--- config.mk ---
export PLATFORM = sky130hd
export DESIGN_NAME = packet_serializer
export DESIGN_NICKNAME = d
export VERILOG_FILES = /design/src/rtl/packet_serializer.sv
export SDC_FILE = /design/constraint.sdc
export NUM_CORES = 1
export LEC_CHECK = 0
export CAP_MARGIN = 20
export CORE_MARGIN = 5
export CORE_UTILIZATION = 35
export CTS_BUF_LIST = sky130_fd_sc_hd__clkbuf_2 sky130_fd_sc_hd__clkbuf_4 sky130_fd_sc_hd__clkbuf_8
export DETAILED_ROUTE_END_ITERATION = 8
export DONT_BUFFER_PORTS = 1
export PLACE_DENSITY_LB_ADDON = 0.08
export REMOVE_ABC_BUFFERS = 1
export SLEW_MARGIN = 10
export SYNTH_ARGS = -nofsm -noshare
export SYNTH_HDL_FRONTEND = slang
export SYNTH_SLANG_ARGS = --single-unit
--- constraint.sdc ---
create_clock -name clk_i -period 1.98 [get_ports clk_i]
set_input_delay 0 -clock clk_i [delete_from_list [all_inputs] [get_ports clk_i]]
set_output_delay 0 -clock clk_i [all_outputs]
set_load 0.05 [all_outputs]
--- src/rtl/packet_serializer.sv ---
// packet_serializer: turns a parallel payload into a 9-bit {k, byte} serial word stream,
// LSB first. Each packet is NUM_HDR comma words followed by NUM_BYTES data words. Idle
// commas fill the line between packets.
// Optional feature: define PKT_SER_CRC_EN to append one XOR-checksum word to every packet.

module packet_serializer #(
   parameter int unsigned NUM_BYTES = 3,
   parameter int unsigned NUM_HDR   = 1,
   parameter logic [7:0]  COMMA     = 8'h3C
) (
   input  logic                   clk_i,
   input  logic                   rst_i,
   input  logic                   start_i,
   input  logic [NUM_BYTES*8-1:0] data_i,
   output logic                   ready_o,
   output logic                   data_o,
   output logic                   ena_o,
   output logic                   eot_o
);

   localparam int unsigned W         = NUM_BYTES * 8;
   localparam logic [8:0]  KWORD     = {1'b1, COMMA};
   localparam logic [3:0]  LAST_HDR  = 4'(NUM_HDR - 1);
   localparam logic [3:0]  LAST_BYTE = 4'(NUM_BYTES - 1);

`ifdef PKT_SER_CRC_EN
   typedef enum logic [1:0] {StIdle, StHdr, StData, StCrc} state_t;
`else
   typedef enum logic [1:0] {StIdle, StHdr, StData} state_t;
`endif

   state_t         state_q;
   logic [3:0]     cnt_q;      // bit position of the word on the line
   logic [3:0]     idx_q;      // header/data word index within the current state
   logic [8:0]     shift_q;
   logic [W-1:0]   pend_q;
   logic           pend_vld_q;
   logic [W-1:0]   work_q;     // payload of the packet in flight, consumed low byte first
   logic           ena_q;
   logic           eot_q;
`ifdef PKT_SER_CRC_EN
   logic [7:0]     crc_q;
`endif

   logic           wrap;
   logic           accept;
   logic           last_word;

   // Word boundary, request acceptance and "current word ends the packet" decode
   always_comb begin
      wrap   = (cnt_q == 4'd8);
      accept = start_i && !pend_vld_q;
`ifdef PKT_SER_CRC_EN
      last_word = (state_q == StCrc);
`else
      last_word = (state_q == StData) && (idx_q == LAST_BYTE);
`endif
   end

   // Bit counter, pending buffer, packet FSM and shift register; strobes registered one
   // cycle early so they line up with the last bit of each word
   always_ff @(posedge clk_i or posedge rst_i) begin
      if (rst_i) begin
         state_q    <= StIdle;
         cnt_q      <= 4'd0;
         idx_q      <= 4'd0;
         shift_q    <= KWORD;
         pend_q     <= '0;
         pend_vld_q <= 1'b0;
         work_q     <= '0;
         ena_q      <= 1'b0;
         eot_q      <= 1'b0;
`ifdef PKT_SER_CRC_EN
         crc_q      <= 8'h00;
`endif
      end else begin
         cnt_q <= wrap ? 4'd0 : cnt_q + 4'd1;
         ena_q <= (cnt_q == 4'd7);
         eot_q <= (cnt_q == 4'd7) && last_word;

         if (accept) begin
            pend_q     <= data_i;
            pend_vld_q <= 1'b1;
         end

         if (!wrap) begin
            shift_q <= {1'b0, shift_q[8:1]};
         end else begin
            shift_q <= KWORD;
            if (state_q == StIdle || last_word) begin
               // Start the next packet straight away if one is waiting (no idle gap)
               if (pend_vld_q) begin
                  state_q    <= StHdr;
                  idx_q      <= 4'd0;
                  work_q     <= pend_q;
                  pend_vld_q <= 1'b0;
`ifdef PKT_SER_CRC_EN
                  crc_q      <= 8'h00;
`endif
               end else begin
                  state_q <= StIdle;
               end
            end else begin
               unique case (state_q)
                  StHdr: begin
                     if (idx_q == LAST_HDR) begin
                        state_q <= StData;
                        idx_q   <= 4'd0;
                        shift_q <= {1'b0, work_q[7:0]};
                        work_q  <= work_q >> 8;
`ifdef PKT_SER_CRC_EN
                        crc_q   <= crc_q ^ work_q[7:0];
`endif
                     end else begin
                        idx_q <= idx_q + 4'd1;
                     end
                  end
                  StData: begin
`ifdef PKT_SER_CRC_EN
                     if (idx_q == LAST_BYTE) begin
                        state_q <= StCrc;
                        shift_q <= {1'b0, crc_q};
                     end else begin
                        idx_q   <= idx_q + 4'd1;
                        shift_q <= {1'b0, work_q[7:0]};
                        work_q  <= work_q >> 8;
                        crc_q   <= crc_q ^ work_q[7:0];
                     end
`else
                     idx_q   <= idx_q + 4'd1;
                     shift_q <= {1'b0, work_q[7:0]};
                     work_q  <= work_q >> 8;
`endif
                  end
                  default: state_q <= StIdle;
               endcase
            end
         end
      end
   end

   // Output mapping
   always_comb begin
      ready_o = !pend_vld_q;
      data_o  = shift_q[0];
      ena_o   = ena_q;
      eot_o   = eot_q;
   end

endmodule

==> results.md <==
Run status:
- The run finished, with violations left.
- The checks that failed: setup timing.

Logic synthesis:
- The async set-or-reset flop fraction in the synthesized netlist is 100%.
- The synthesized flop and latch total is 70.
- Among all flip-flop cells after synthesis, the most frequent one is dfrtp_1.
- In the post-synthesis netlist, the biggest area contributors are dfrtp_1, mux2_2, mux2_4, o21ai_0, dfstp_2.
- Sequential elements use 55.0% of the synthesized area.
- The area share of the largest cell type after synthesis is 50.9%.
- The library cell with the highest instance count after synthesis is dfrtp_1.
- Counting flops with a built-in enable in the synthesized netlist gives 0.
- Yosys printed 0 warnings.
- In this run the mean area of a mapped cell was 12.6 um^2.
- The cell area after synthesis is 3200 um^2.
- In the synthesized netlist, the cells that appear most often are dfrtp_1, mux2_2, o21ai_0, inv_1.
- The unique cell type count in the Yosys netlist is 40.
- The cell type with the largest total area after synthesis is dfrtp_1.
- The count of mapped cells out of synthesis is 254.

Clocking:
- The tree is rooted in a clkbuf_8.
- After clock tree synthesis, the clock-pin slew on the worst setup and hold paths is 0.07 ns.
- The CTS tree is built.
- The maximum clock insertion buffer count is 2.
- Buffers inserted during clock tree synthesis total 9.
- The number of levels in the clock H-tree is 3.
- Clock latency on the worst-skew pair, taken at its later pin, is 0.34 ns.
- The CTS sink count is 70.

Global route:
- After global routing the overflow that remains totals 0.
- The total routing usage reported by global routing is 13.4%.
- The number of global-route vias before repair came to 2266.
- The initial antenna violation count came to 0.
- The first-pass GRT wire length is 11.7 mm.
- Entering global routing, the biggest net connects 29 pins.

Power and ir drop:
- For this design the static power due to leakage is 1.80 nW.
- The design draws 3.46 mW.
- The power per cell area is 829 nW/um^2.
- Across the VDD grid, the largest voltage drop is 0.418 mV.

Routing:
- The average routed wire per standard cell is 16.0 um.
- Signal routing reaches up to met4.
- The wire length on met1 is 3.37 mm.
- Dividing the detail-routed via count by the number of cells gives 4.94.
- For this run, the detailed router's first-pass iteration total came to 5.
- The sum of met2 wire segment lengths after detailed routing is 3.25 mm.
- The DRC violation total after the first TritonRoute iteration is 43.
- For this block, the routed nets add up to 6.88 mm of wire.
- For this run, design rule violations remaining after detail routing come to 0.
- After detailed routing, the met3 layer carries 200 um of wire.
- The via count of the routed design is 2121.
- In this run the remaining antenna-violating nets after routing total 0.

Timing:
- The fmax is 0.497 GHz.
- The worst path in the final design needs a cycle of 2.01 ns, including I/O delays and setup.
- For the pin with the worst max-slew slack, the measured transition is 0.508 ns.
- The number of endpoints with negative hold slack in the final report came to 0.
- The count of pins over their slew limit is 0.
- Setup repair after global routing could not meet its margin everywhere.
- Final hold analysis gives a worst-case slack of 0.144 ns.
- The total setup violations reported at the end of the flow is 6.
- The post-route fraction of the period consumed by the critical path is 102%.
- The final worst setup slack is -0.0317 ns.
- The worst pin sits at a relative slew slack of 66.1%.
- The worst clock skew on the final layout is 0.00883 ns.

Critical path:
- Of all nets on the critical path, the largest fanout is 6.
- The source of the worst register-to-register timing path is state_q[1]$_DFFE_PP0P_.
- Measured in cells, the most critical reg-to-reg path has a length of 6.
- Tracing the worst setup path back leads to its startpoint at state_q[1]$_DFFE_PP0P_.
- The slack of the worst reg-to-reg path is -0.03 ns.
- The terminus of the critical flop-to-flop path is work_q[3]$_DFFE_PP0P_.
- The kind of critical path is flop to flop.
- STA puts the critical path data required time at 2.20 ns.
- The kind of launch point of the worst setup path is a flop.
- The signal arrival time at the worst endpoint is 2.24 ns.
- The kind of capture point of the worst setup path is a flop.

Die:
- The floorplan die width is 106 um.
- The floorplan step defined a core boundary enclosing 8810 um^2.
- The floorplan step defined a die boundary enclosing 11100 um^2.
- The initial core utilization is 36.3%.
- During I/O placement, the number of pins put on the boundary was 31.
- The height of the die is 106 um.
- The number of core rows is 34.

Layout:
- 0 antenna diodes ended up in the layout.
- Summing all non-filler instances in the final layout gives an area of 4180 um^2.
- The area growth from synthesis to final layout is 30.7%.
- The layout cell share with drive strength beyond 1 is 41.4%.
- The final layout contains 352 nets.

Placement:
- The placed standard-cell area is 3530 um^2.
- The wire-length estimate of the detail-placed layout is 4.57 mm.
- During placement, the flow inserted port buffers numbering 0.
- The congestion estimate from routability-driven global placement came to 0.726.

Job:
- The count of max-cap constraint violations is 0.

Worst hold path:
- The kind of path behind the tightest hold check is input pin to asynchronous set/reset pin.
## logic make-up after synthesis
family	after synthesis	synth area share, %
adders and majority gates	9	3.52
AOI/OAI and AO/OA	53	10.3
muxes	50	19.0
xor gates and xnor gates	1	0.274
buffers and inverters	34	4.78
DFF	70	55.0
and+or+nand+nor	37	7.09
## power by group
part	total (mW)	internal, mW	leakage (nW)	switching (mW)
sequential	1.70	1.61	0.836	0.0960
combinational	0.464	0.291	0.846	0.173
clock	1.30	0.760	0.113	0.535
total	3.46	2.66	1.80	0.805
## critical path, stage by stage (launching register included)
cell and delay, ns:
dfrtp_1 0.44, ha_4 0.18, and4bb_4 0.21, or2_4 0.28
o21a_4 0.21, bufbuf_16 0.28, mux2_4 0.29
## registers in the layout, summed over array words and instances (netlist names)
register and count:
pend_q 24, work_q 24, shift_q 9, cnt_q 4
idx_q 4, state_q 2, ena_o 1, eot_o 1
pend_vld_q 1
## layer usage
metal,vias up,GRT usage (%)
met5,-,0
met4,0,3.61
met3,4,4.03
met2,29,21.4
met1,1078,17.9
li1,1010,-
## placed cells by master, fill, tap and decap left out, types with 5 or more instances in the layout
cell type | netlist | final
mux2_4 | 12 | 12
dfstp_2 | 5 | 5
nand3_1 | 12 | 12
dfrtp_1 | 65 | 65
mux2_2 | 37 | 37
buf_4 | 0 | 38
dlygate4sd3_1 | 0 | 26
inv_1 | 18 | 14
clkbuf_8 | 0 | 10
o21ai_0 | 30 | 30
## area by class of cell
cell class                 instances  area [um^2]
clock inverter                     5         81.3
tap                              108          135
inverter                          18         67.6
multi-input combinational        150         1380
sequential                        70         1760
timing repair buffer              67          609
clock buffer                      11          145
fill                             801         4630
## worst max path at each step
stage	end	slack (ns)	cells after the start
2_1_floorplan	work_q[12]$_DFFE_PP0P_	-1.22	6
3_3_place_gp	work_q[13]$_DFFE_PP0P_	-0.09	7
3_5_place_dp	work_q[1]$_DFFE_PP0P_	-0.15	7
4_1_cts	work_q[11]$_DFFE_PP0P_	-0.02	8
5_1_grt	work_q[11]$_DFFE_PP0P_	-0.06	7
6_report	work_q[3]$_DFFE_PP0P_	-0.03	6
## stage by stage
stage | instances | util [%] | setup slack (ns) | setup TNS [ns]
after floorplan | 238 | - | -1.22 | -31.19
after global placement | 380 | 40.1 | -0.0949 | -1.21
after detailed placement | 380 | 40.1 | -0.155 | -2.05
after CTS | 428 | 47.6 | -0.0215 | -0.148
after global routing | 429 | 47.4 | -0.0614 | -0.595
final | 429 | 47.4 | -0.0317 | -0.180
## what timing repair did
item,CTS,global route
pin swaps,4,2
hold buffers,26,0
setup buffers,4,3
endpoints found under the hold margin,69,0
setup endpoints to repair,22,24
cloned,2,0
resized for setup,21,4
Power figures use the tool's default switching activity.
